[config.mk]
export PLATFORM = sky130hd
export DESIGN_NAME = alu_sequencer
export DESIGN_NICKNAME = d
export VERILOG_FILES = /design/src/rtl/alu_sequencer.sv
export SDC_FILE = /design/constraint.sdc
export NUM_CORES = 1
export LEC_CHECK = 0
export ABC_CLOCK_PERIOD_IN_PS = 2350
export CORE_AREA = 3 3 76 78
export CTS_CLUSTER_SIZE = 28
export DETAILED_ROUTE_END_ITERATION = 8
export DIE_AREA = 0 0 79 81
export GPL_TIMING_DRIVEN = 0
export PLACE_DENSITY = 0.77
export REMOVE_ABC_BUFFERS = 1
export SETUP_SLACK_MARGIN = 0.3
export SYNTH_ARGS = -nofsm -noshare
export SYNTH_HDL_FRONTEND = slang
export SYNTH_SLANG_ARGS = --single-unit
export TNS_END_PERCENT = 20
[constraint.sdc]
create_clock -name clk -period 2.35 [get_ports clk]
set_input_delay 0.235 -clock clk [delete_from_list [all_inputs] [get_ports clk]]
set_output_delay 0.235 -clock clk [all_outputs]
set_load 0.05 [all_outputs]
[src/rtl/alu_sequencer.sv]
// Command-driven controller for an 8-bit combinational ALU: takes one op per handshake,
// drives the ALU from registers, optionally chains the result back, returns it on a response port.
module alu_sequencer #(
  parameter int unsigned ALU_LAT = 1,
  parameter logic [3:0]  ILL_SEL = 4'b1111
) (
  input  logic       clk,
  input  logic       rst_n,
  input  logic       cmd_valid,
  output logic       cmd_ready,
  input  logic [3:0] cmd_sel,
  input  logic [7:0] cmd_a,
  input  logic [7:0] cmd_b,
  input  logic       cmd_use_acc,
  input  logic [3:0] cmd_rpt,
  output logic [7:0] alu_a,
  output logic [7:0] alu_b,
  output logic [3:0] alu_sel,
  input  logic [7:0] alu_z,
  output logic       rsp_valid,
  input  logic       rsp_ready,
  output logic [7:0] rsp_z,
  output logic       rsp_err,
  output logic [7:0] acc,
  output logic       busy
);

  localparam logic [1:0] IDLE = 2'd0;
  localparam logic [1:0] EXEC = 2'd1;
  localparam logic [1:0] RESP = 2'd2;

  localparam logic [3:0] WAIT_INIT = 4'(ALU_LAT - 1);

  logic [1:0] state_q, state_d;
  logic       cmd_ready_q, cmd_ready_d;
  logic [7:0] alu_a_q, alu_a_d;
  logic [7:0] alu_b_q, alu_b_d;
  logic [3:0] alu_sel_q, alu_sel_d;
  logic [3:0] rpt_left_q, rpt_left_d;
  logic [3:0] wait_cnt_q, wait_cnt_d;
  logic [7:0] acc_q, acc_d;
  logic [7:0] rsp_z_q, rsp_z_d;
  logic       rsp_err_q, rsp_err_d;
  logic       rsp_valid_q, rsp_valid_d;

  always_comb begin
    state_d     = state_q;
    alu_a_d     = alu_a_q;
    alu_b_d     = alu_b_q;
    alu_sel_d   = alu_sel_q;
    rpt_left_d  = rpt_left_q;
    wait_cnt_d  = wait_cnt_q;
    acc_d       = acc_q;
    rsp_z_d     = rsp_z_q;
    rsp_err_d   = rsp_err_q;
    rsp_valid_d = rsp_valid_q;

    case (state_q)
      IDLE: begin
        if (cmd_valid && cmd_ready_q) begin
          rpt_left_d = cmd_rpt;
          wait_cnt_d = WAIT_INIT;
          if (cmd_sel == ILL_SEL) begin
            // Rejected op leaves the ALU inputs and accumulator untouched.
            state_d   = RESP;
            rsp_err_d = 1'b1;
            rsp_z_d   = 8'h00;
          end else begin
            alu_a_d   = cmd_use_acc ? acc_q : cmd_a;
            alu_b_d   = cmd_b;
            alu_sel_d = cmd_sel;
            state_d   = EXEC;
          end
        end
      end
      EXEC: begin
        if (wait_cnt_q == 4'd0) begin
          acc_d   = alu_z;
          rsp_z_d = alu_z;
          if (rpt_left_q != 4'd0) begin
            alu_a_d    = alu_z;
            rpt_left_d = rpt_left_q - 4'd1;
            wait_cnt_d = WAIT_INIT;
          end else begin
            state_d     = RESP;
            rsp_valid_d = 1'b1;
            rsp_err_d   = 1'b0;
          end
        end else begin
          wait_cnt_d = wait_cnt_q - 4'd1;
        end
      end
      RESP: begin
        // An illegal-sel entry arrives with rsp_valid low; raise it one cycle later.
        if (!rsp_valid_q) begin
          rsp_valid_d = 1'b1;
        end else if (rsp_ready) begin
          rsp_valid_d = 1'b0;
          state_d     = IDLE;
        end
      end
      default: state_d = IDLE;
    endcase

    cmd_ready_d = (state_d == IDLE);
  end

  always_ff @(posedge clk or negedge rst_n) begin
    if (!rst_n) begin
      state_q     <= IDLE;
      cmd_ready_q <= 1'b0;
      alu_a_q     <= 8'h00;
      alu_b_q     <= 8'h00;
      alu_sel_q   <= 4'h0;
      rpt_left_q  <= 4'h0;
      wait_cnt_q  <= 4'h0;
      acc_q       <= 8'h00;
      rsp_z_q     <= 8'h00;
      rsp_err_q   <= 1'b0;
      rsp_valid_q <= 1'b0;
    end else begin
      state_q     <= state_d;
      cmd_ready_q <= cmd_ready_d;
      alu_a_q     <= alu_a_d;
      alu_b_q     <= alu_b_d;
      alu_sel_q   <= alu_sel_d;
      rpt_left_q  <= rpt_left_d;
      wait_cnt_q  <= wait_cnt_d;
      acc_q       <= acc_d;
      rsp_z_q     <= rsp_z_d;
      rsp_err_q   <= rsp_err_d;
      rsp_valid_q <= rsp_valid_d;
    end
  end

  assign cmd_ready = cmd_ready_q;
  assign alu_a     = alu_a_q;
  assign alu_b     = alu_b_q;
  assign alu_sel   = alu_sel_q;
  assign rsp_valid = rsp_valid_q;
  assign rsp_z     = rsp_z_q;
  assign rsp_err   = rsp_err_q;
  assign acc       = acc_q;
  assign busy      = (state_q != IDLE);

endmodule

---- After elaboration in Yosys (flattened, before gate mapping) ----
Cells that the tools add are included.
storage, ports and cells
  bits in registers ....................... 49
  input bits .............................. 37
  output and inout bits ................... 40
operators by class
  add/sub/neg operators ................... 2
  equality and inequality tests ........... 10
  multiplexer cells ....................... 35
  bitwise operators ....................... 1
  reductions and logical operators ........ 16
operator list
  cell                   number
  $mux W8                8
  $pmux W8 S2            2
  $mux W4                6
  $pmux W4 S2            2
  $mux W2                6
  $ne A2 B2 Y1 const B   6
  $reduce_and A5 Y1      2
  $reduce_and A3 Y1      3
  $mux W1                8
  $reduce_and A4 Y1      2
  $sub A4 B1 Y4 const B  2
  $pmux W2 S3            1
  $reduce_bool A2 Y1     3
  $eq A4 B4 Y1 const B   1
  $logic_not A2 Y1       2
  $logic_not A4 Y1       1
  $pmux W1 S2            2
  $reduce_bool A4 Y1     1
  $ne A3 B3 Y1 const B   1
  $eq A2 B1 Y1 const B   1
  $eq A2 B2 Y1 const B   1
  $reduce_and A2 Y1      1
  $logic_and A1 B1 Y1    1
  $not A1 Y1             1

---- Longest topological paths before layout ----
Gate-level depths: netlist of the first run.
  word-level depth ........................ 5
  depth in mapped cells ................... 7
  mapped depth without buffers ............ 6

---- Least setup slack after synthesis of the first run ----
Ideal clock, no wire load.
  path kind ............................... flip-flop to flip-flop
  from .................................... reg wait_cnt_q[0]
  to ...................................... reg acc_q[6] (netlist: acc[6])
  setup time .............................. 0.125 ns
  arrival ................................. 1.880 ns
  data required time ...................... 2.225 ns
  path slack .............................. 0.346 ns
  cell stages (with the launch flop) ...... 8
  path buffers ............................ 2
  cell sequence ........................... dfrtp_1 inv_1 ha_1 or3b_1 buf_2 nor2_2 buf_2 mux2_2
on the way
  word-level cells in the longest chain between the ends .. 2
RTL lines
  element                      line  RTL
  start: declaration           40    logic [3:0] wait_cnt_q, wait_cnt_d;
  start signal: assignment     128   wait_cnt_q <= wait_cnt_d;
  $logic_not A4 Y1             77    if (wait_cnt_q == 4'd0) begin
  $reduce_and A2 Y1 (no line)  n/a
  end signal: assignment       117   acc_q <= 8'h00;
  end signal: assignment       129   acc_q <= acc_d;
  end: declaration             41    logic [7:0] acc_q, acc_d;
Every way passes these cells.
A chain may end at the register's enable or synchronous reset.

---- Final worst setup path of the first run ----
  from .................................... reg state_q[1]
  to ...................................... reg alu_sel_q[2] (netlist: alu_sel[2])
on the way
  word-level cells in the longest chain between the ends .. 2
RTL lines
  element                      line  RTL
  start: declaration           34    logic [1:0] state_q, state_d;
  start signal: assignment     122   state_q <= state_d;
  $logic_not A2 Y1             58    case (state_q)
  $reduce_and A3 Y1 (no line)  n/a
  end signal: assignment       126   alu_sel_q <= alu_sel_d;
  end: declaration             38    logic [3:0] alu_sel_q, alu_sel_d;
Every way passes these cells.

==> results_dict.tcl, run 1 <==
set metrics [dict create \
    status "finished clean" \
    hold_path_class "in2async" \
    die_h_um 81 \
    place_ws_ps 89.72 \
    leakagePower_nw 1.471 \
    synth_top_area_share_pct 53.23 \
    core_um2 5140 \
    synthCells 196 \
    drt_wl_total_um 5305 \
    powerDensity_nw_per_um2 1702 \
    htreeDepth 2 \
    path_cells "or2_2, nor2_4, nand2_1, mux2_2" \
    drv_cap 0 \
    antenna_found_initial 0 \
    ys.flop_type "dfrtp_1" \
    ys_types 39 \
    grtUsageTotal_pct 17.66 \
    slew_headroom_pct 59.62 \
    io_buffers 76 \
    avgSynthCellArea_um2 11.75 \
    max_freq_mhz 486.9 \
    drt-pass1-iter-count 4 \
    tightest_slew_ps 604.2 \
    place_congestion 0.8348 \
    clk_latency_ps 300 \
    clock_path_buffers 2 \
    endpoint_kind "flip-flop" \
    final_area_um2 3278 \
    final_core_util_pct 63.78 \
    slowest_delay_ps 530 \
    synth_area_leaders "dfrtp_1 53%, mux2_2 10%, mux2i_1 7.8%" \
    crit_arrival_ps 2240 \
    setup_viol 0 \
    ys_ff_latch 49 \
    rows 26 \
    min_period_ps 2054 \
    root_buffer "clkbuf_8" \
    cp_data_required_time_ps 2540 \
    hpwlAfterDp_um 3832 \
    drtIter0Drc 116 \
    grt.overflow.total 0 \
    post_dp_cell_area_um2 3124 \
    grt_max_degree 36 \
    skew_ps 7.913 \
    drive_gt1_share_pct 15.02 \
    ir_worst_vdd_v 0.0009104 \
    post-route-drc-count 0 \
    fillers 445 \
    floorplan.initialDensity_pct 44.81 \
    criticalPathCategory "reg2reg" \
    n_antenna_cell 0 \
    ant_nets 0 \
    grt_pass1_wl_um 8804 \
    yosysWarnings 0 \
    vias 1752 \
    hold_slack_ps 391.7 \
    fp.dieW_um 79 \
    area_delta_synth_final_pct 42.31 \
    cts_tree "built" \
    async_reset_ff_share_pct 100.0 \
    die_area_um2 6399 \
    synth_top_cell_by_area "dfrtp_1" \
    wl_per_cell_um 15.47 \
    viasPerCell 5.108 \
    ys_seq_area_share_pct 53.23 \
    cts.sink_count 49 \
    synth_edf_count 0 \
    cts_made_buffers 5 \
    critPathLaunchType "flip-flop" \
    synthesis.area_um2 2303 \
    clk_pin_slew_worst_paths_ps 90 \
    fin_ws_ps 296.4 \
    grt_pass1_vias 1830 \
    critPathSlowestCell "dfrtp_1" \
    rsz0062_at_grt "yes" \
    io_pins 77 \
    finalMaxSlewViolations 0 \
    min_period_over_period_pct 87.39 \
    hold_viol 0 \
    path_max_fanout 13 \
    nNetsFinal 312 \
]
cell type report:
class / instances / area, µm² / share of cell area, %
flip-flops and latches: 49 / 1226 / 37.40
multi-input cells: 124 / 1007 / 30.73
repair buffers: 79 / 792.0 / 24.16
well taps: 70 / 87.58 / 2.672
clock buffers: 7 / 86.33 / 2.634
inverters: 13 / 48.80 / 1.489
clock inverters: 1 / 30.03 / 0.9160
cell usage after synthesis, types with 2 or more instances:
library cell  count
nor2_1           12
a21oi_1          13
nand3_1           3
buf_2             6
o22ai_1           2
mux2_2           21
dfrtp_1          49
o21ai_0           5
nor3_1            2
a22o_1           10
or2_2             2
mux2i_1          18
clkbuf_1          4
nand2_1          10
inv_1            13
ha_1              3
per-stage QoR:
step           power [mW]  TNS [ps]  cells
2_1_floorplan       3.865         0    186
3_3_place_gp        4.857    -21730    332
3_5_place_dp        4.925         0    333
4_1_cts             5.567         0    342
5_1_grt             5.917         0    343
6_report            5.579         0    343
per-layer routing:
metal / routed length (µm) / track usage (%) / vias to the layer above
li1: - / - / 844
met3: 334 / 5.543 / 7
met4: 99 / 7.732 / 0
met2: 2445 / 27.02 / 51
met5: 0 / 0 / -
met1: 2425 / 23.15 / 850
cells by family after synthesis:
| logic type | after synthesis | share of synthesized area (%) |
|---|---|---|
| and+or+nand+nor | 41 | 9.615 |
| AOI/OAI and AO/OA | 39 | 12.60 |
| buffers and inverters | 23 | 4.074 |
| adders and majority gates | 3 | 1.630 |
| xor gates and xnor gates | 2 | 0.7606 |
| muxes | 39 | 18.09 |
| DFF | 49 | 53.23 |
worst max-delay path, delay by kind of cell (launching register included):
| family | cells | cell delay [ps] |
|---|---|---|
| DFF | 1 | 530 |
| and+or+nand+nor | 3 | 1010 |
| muxes | 1 | 410 |
where the power goes:
part | internal (mW) | total, mW | switching, mW
Combinational | 1.32 | 3.42 | 2.09
Sequential | 1.25 | 1.54 | 0.288
Clock | 0.347 | 0.620 | 0.273
state kept, by name, indices dropped and copies added, names as in the netlist:
| name | flops |
|---|---|
| cmd_ready | 1 |
| rsp_z | 8 |
| alu_sel | 4 |
| rsp_valid | 1 |
| alu_a | 8 |
| wait_cnt_q | 4 |
| acc | 8 |
| rpt_left_q | 4 |
| alu_b | 8 |
| rsp_err | 1 |
| state_q | 2 |
path summary, 6_finish.rpt:
kind	startpoint	endpoint	slack [ps]	depth (start not counted)
worst max-delay path	state_q[1]	alu_sel[2]	300	4
worst min-delay path	rst_n	alu_a[3]	390	2
worst max register to register	state_q[1]	alu_sel[2]	300	4
worst min register to register	rsp_err	rsp_err	510	1
max in group asynchronous	rst_n	rsp_z[6]	1450	3
min in group clk	rsp_err	rsp_err	510	1
placed cells by master (no fill, tap or decap), types with 3 or more instances in the layout:
master,netlist,layout
mux2_2,21,21
clkbuf_8,0,6
o21ai_0,5,5
a22o_1,10,10
nand2_1,10,10
inv_1,13,13
ha_1,3,3
clkdlybuf4s50_1,0,74
nand3_1,3,3
dfrtp_1,49,49
a21oi_1,13,13
mux2i_1,18,18
nor2_1,12,12
repair_timing:
item,CTS,global route
hold buffers,1,0
pin swaps,1,1
hold endpoints to repair,14,0
setup buffers,0,1
gates resized for setup,2,3
setup endpoints to repair,28,46
No activity file was read; power rests on OpenSTA's default activity.
==> run 2, diff against run 1 <==
--- a/config.mk
+++ b/config.mk
@@ -5,13 +5,13 @@
 export SDC_FILE = /design/constraint.sdc
 export NUM_CORES = 1
 export LEC_CHECK = 0
-export ABC_CLOCK_PERIOD_IN_PS = 2350
-export CORE_AREA = 3 3 76 78
+export ABC_CLOCK_PERIOD_IN_PS = 2600
+export CORE_AREA = 3 3 73 75
 export CTS_CLUSTER_SIZE = 28
 export DETAILED_ROUTE_END_ITERATION = 8
-export DIE_AREA = 0 0 79 81
+export DIE_AREA = 0 0 76 78
 export GPL_TIMING_DRIVEN = 0
-export PLACE_DENSITY = 0.77
+export PLACE_DENSITY = 0.83
 export REMOVE_ABC_BUFFERS = 1
 export SETUP_SLACK_MARGIN = 0.3
 export SYNTH_ARGS = -nofsm -noshare
==> constraint.sdc (replaced) <==
create_clock -name clk -period 2.6 [get_ports clk]
set_input_delay 0.26 -clock clk [delete_from_list [all_inputs] [get_ports clk]]
set_output_delay 0.26 -clock clk [all_outputs]
set_load 0.05 [all_outputs]
==> run 2 against run 1 <==
Combinational power shrank 11%; global-route usage grew 1.2 points; clock power is 31% lower; sequential power is 10% lower; count of clock-buffer cells in the layout fell by 1; design area shrank 1.6%; via count is 0.91% lower; critical path type is now reg2out; largest cell class unchanged.
==> results_dict.tcl, run 2 (synthesized netlist as in run 1, its figures left out) <==
set metrics [dict create \
    status "finished clean" \
    post_dp_cell_area_um2 3129 \
    place_ws_ps 323.3 \
    clk_pin_slew_worst_paths_ps 90 \
    hpwlAfterDp_um 3804 \
    regArea_um2 1226 \
    n_antenna_cell 0 \
    r2r_setup_slack_ps 380 \
    fp.dieW_um 76 \
    dp_cells 331 \
    die_h_um 78 \
    criticalPathCategory "reg2out" \
    area_delta_synth_final_pct 40.03 \
    critPathLaunchType "flip-flop" \
    fillers 372 \
    hold_path_class "in2async" \
    grtUsageTotal_pct 18.86 \
    drv_cap 0 \
    rows 25 \
    drt-pass1-iter-count 4 \
    die_area_um2 5928 \
    place_congestion 0.8205 \
    final_area_um2 3226 \
    cts_made_buffers 5 \
    ir_worst_vdd_v 0.0008766 \
    skew_ps 5.619 \
    hold_viol 0 \
    clk_latency_ps 300 \
    setup_viol 0 \
    path_max_fanout 10 \
    grt.overflow.total 0 \
    crit_path_start "state_q[0]" \
    drive_gt1_share_pct 13.97 \
    final_common_cell "clkdlybuf4s50_1" \
    fin_ws_ps 342.3 \
    tightest_slew_ps 769.9 \
    cp_data_required_time_ps 2340 \
    viasPerCell 5.121 \
    cts.sink_count 49 \
    timing.rr.start "wait_cnt_q[0]" \
    total_power_mw 4.869 \
    finalMaxSlewViolations 0 \
    powerDensity_nw_per_um2 1509 \
    grt_pass1_wl_um 8942 \
    drtIter0Drc 84 \
    post-route-drc-count 0 \
    grt_pass1_vias 1820 \
    leakagePower_nw 1.442 \
    cts_tree "built" \
    max_freq_mhz 442.9 \
    endpoint_kind "output port" \
    io_buffers 76 \
    io_pins 77 \
    rsz0062_at_grt "yes" \
    nNetsFinal 312 \
    vias 1736 \
    min_period_over_period_pct 86.83 \
    clock_path_buffers 2 \
    htreeDepth 2 \
    most-common-layout-cells "75 x clkdlybuf4s50_1, 49 x dfrtp_1, 21 x mux2_2" \
    antenna_found_initial 0 \
    multi_input_area_um2 988.4 \
    min_period_ps 2258 \
    cts_setup_buffers 0 \
    ant_nets 0 \
    grt_max_degree 39 \
    slew_headroom_pct 48.57 \
    core_um2 4723 \
    final_cells 339 \
    floorplan.initialDensity_pct 48.77 \
    crit_arrival_ps 2000 \
    drt_wl_total_um 5132 \
    wl_per_cell_um 15.14 \
    root_buffer "clkbuf_8" \
]
-- run 2: cell count changes in the layout (fill, tap and decap cells not counted), sizes merged --
cell,previous run,this run
bufinv,1,0
clkbuf,7,6
clkdlybuf4s50,74,75
clkinv,0,1
dlygate4sd2,1,0
-- run 2: layer usage --
layer	part of all wire (%)	up-vias	track usage, %
li1	-	838	-
met1	45	845	25.13
met2	48	47	29.70
met3	5.9	6	6.032
met4	1.3	0	5.435
met5	0	-	0
-- run 2: per-stage QoR --
step	setup TNS, ps	util (%)	hold WS (ps)
6_report	0	68.29	391.7
5_1_grt	0	68.29	409.4
4_1_cts	0	68.19	378.2
3_5_place_dp	0	66.25	167.1
3_3_place_gp	-9559	65.70	482.0
2_1_floorplan	0	-	-35.59
-- run 2: area by class of cell --
type | count | area share (%)
Clock buffer | 6 | 2.250
Sequential cell | 49 | 38.01
Inverter | 13 | 1.513
Multi-Input combinational cell | 124 | 30.64
Timing Repair Buffer | 79 | 24.71
Tap cell | 67 | 2.599
Clock inverter | 1 | 0.2715
-- run 2: power breakdown --
group / switching (mW) / total [mW] / internal [mW]
logic: 1.88 / 3.06 / 1.18
registers: 0.244 / 1.38 / 1.13
clock network: 0.244 / 0.430 / 0.187
-- run 2: worst max-delay path, stage by stage, from the launching register on --
cell and delay, ps:
dfrtp_1 570, or2_2 300, clkdlybuf4s50_1 840
-- run 2: path summary, 6_finish.rpt --
path / depth (start not counted) / to
setup / recovery: 2 / busy
hold / removal: 2 / alu_a[4]
setup reg to reg: 6 / rsp_z[0]
hold reg to reg: 1 / rsp_err
max in group asynchronous: 3 / state_q[1]
min in group clk: 1 / rsp_err
-- run 2: timing repair --
item,CTS,global route
gates resized for setup,0,1
hold buffers,1,0
hold endpoints to repair,11,0
endpoints found under the setup margin,0,9
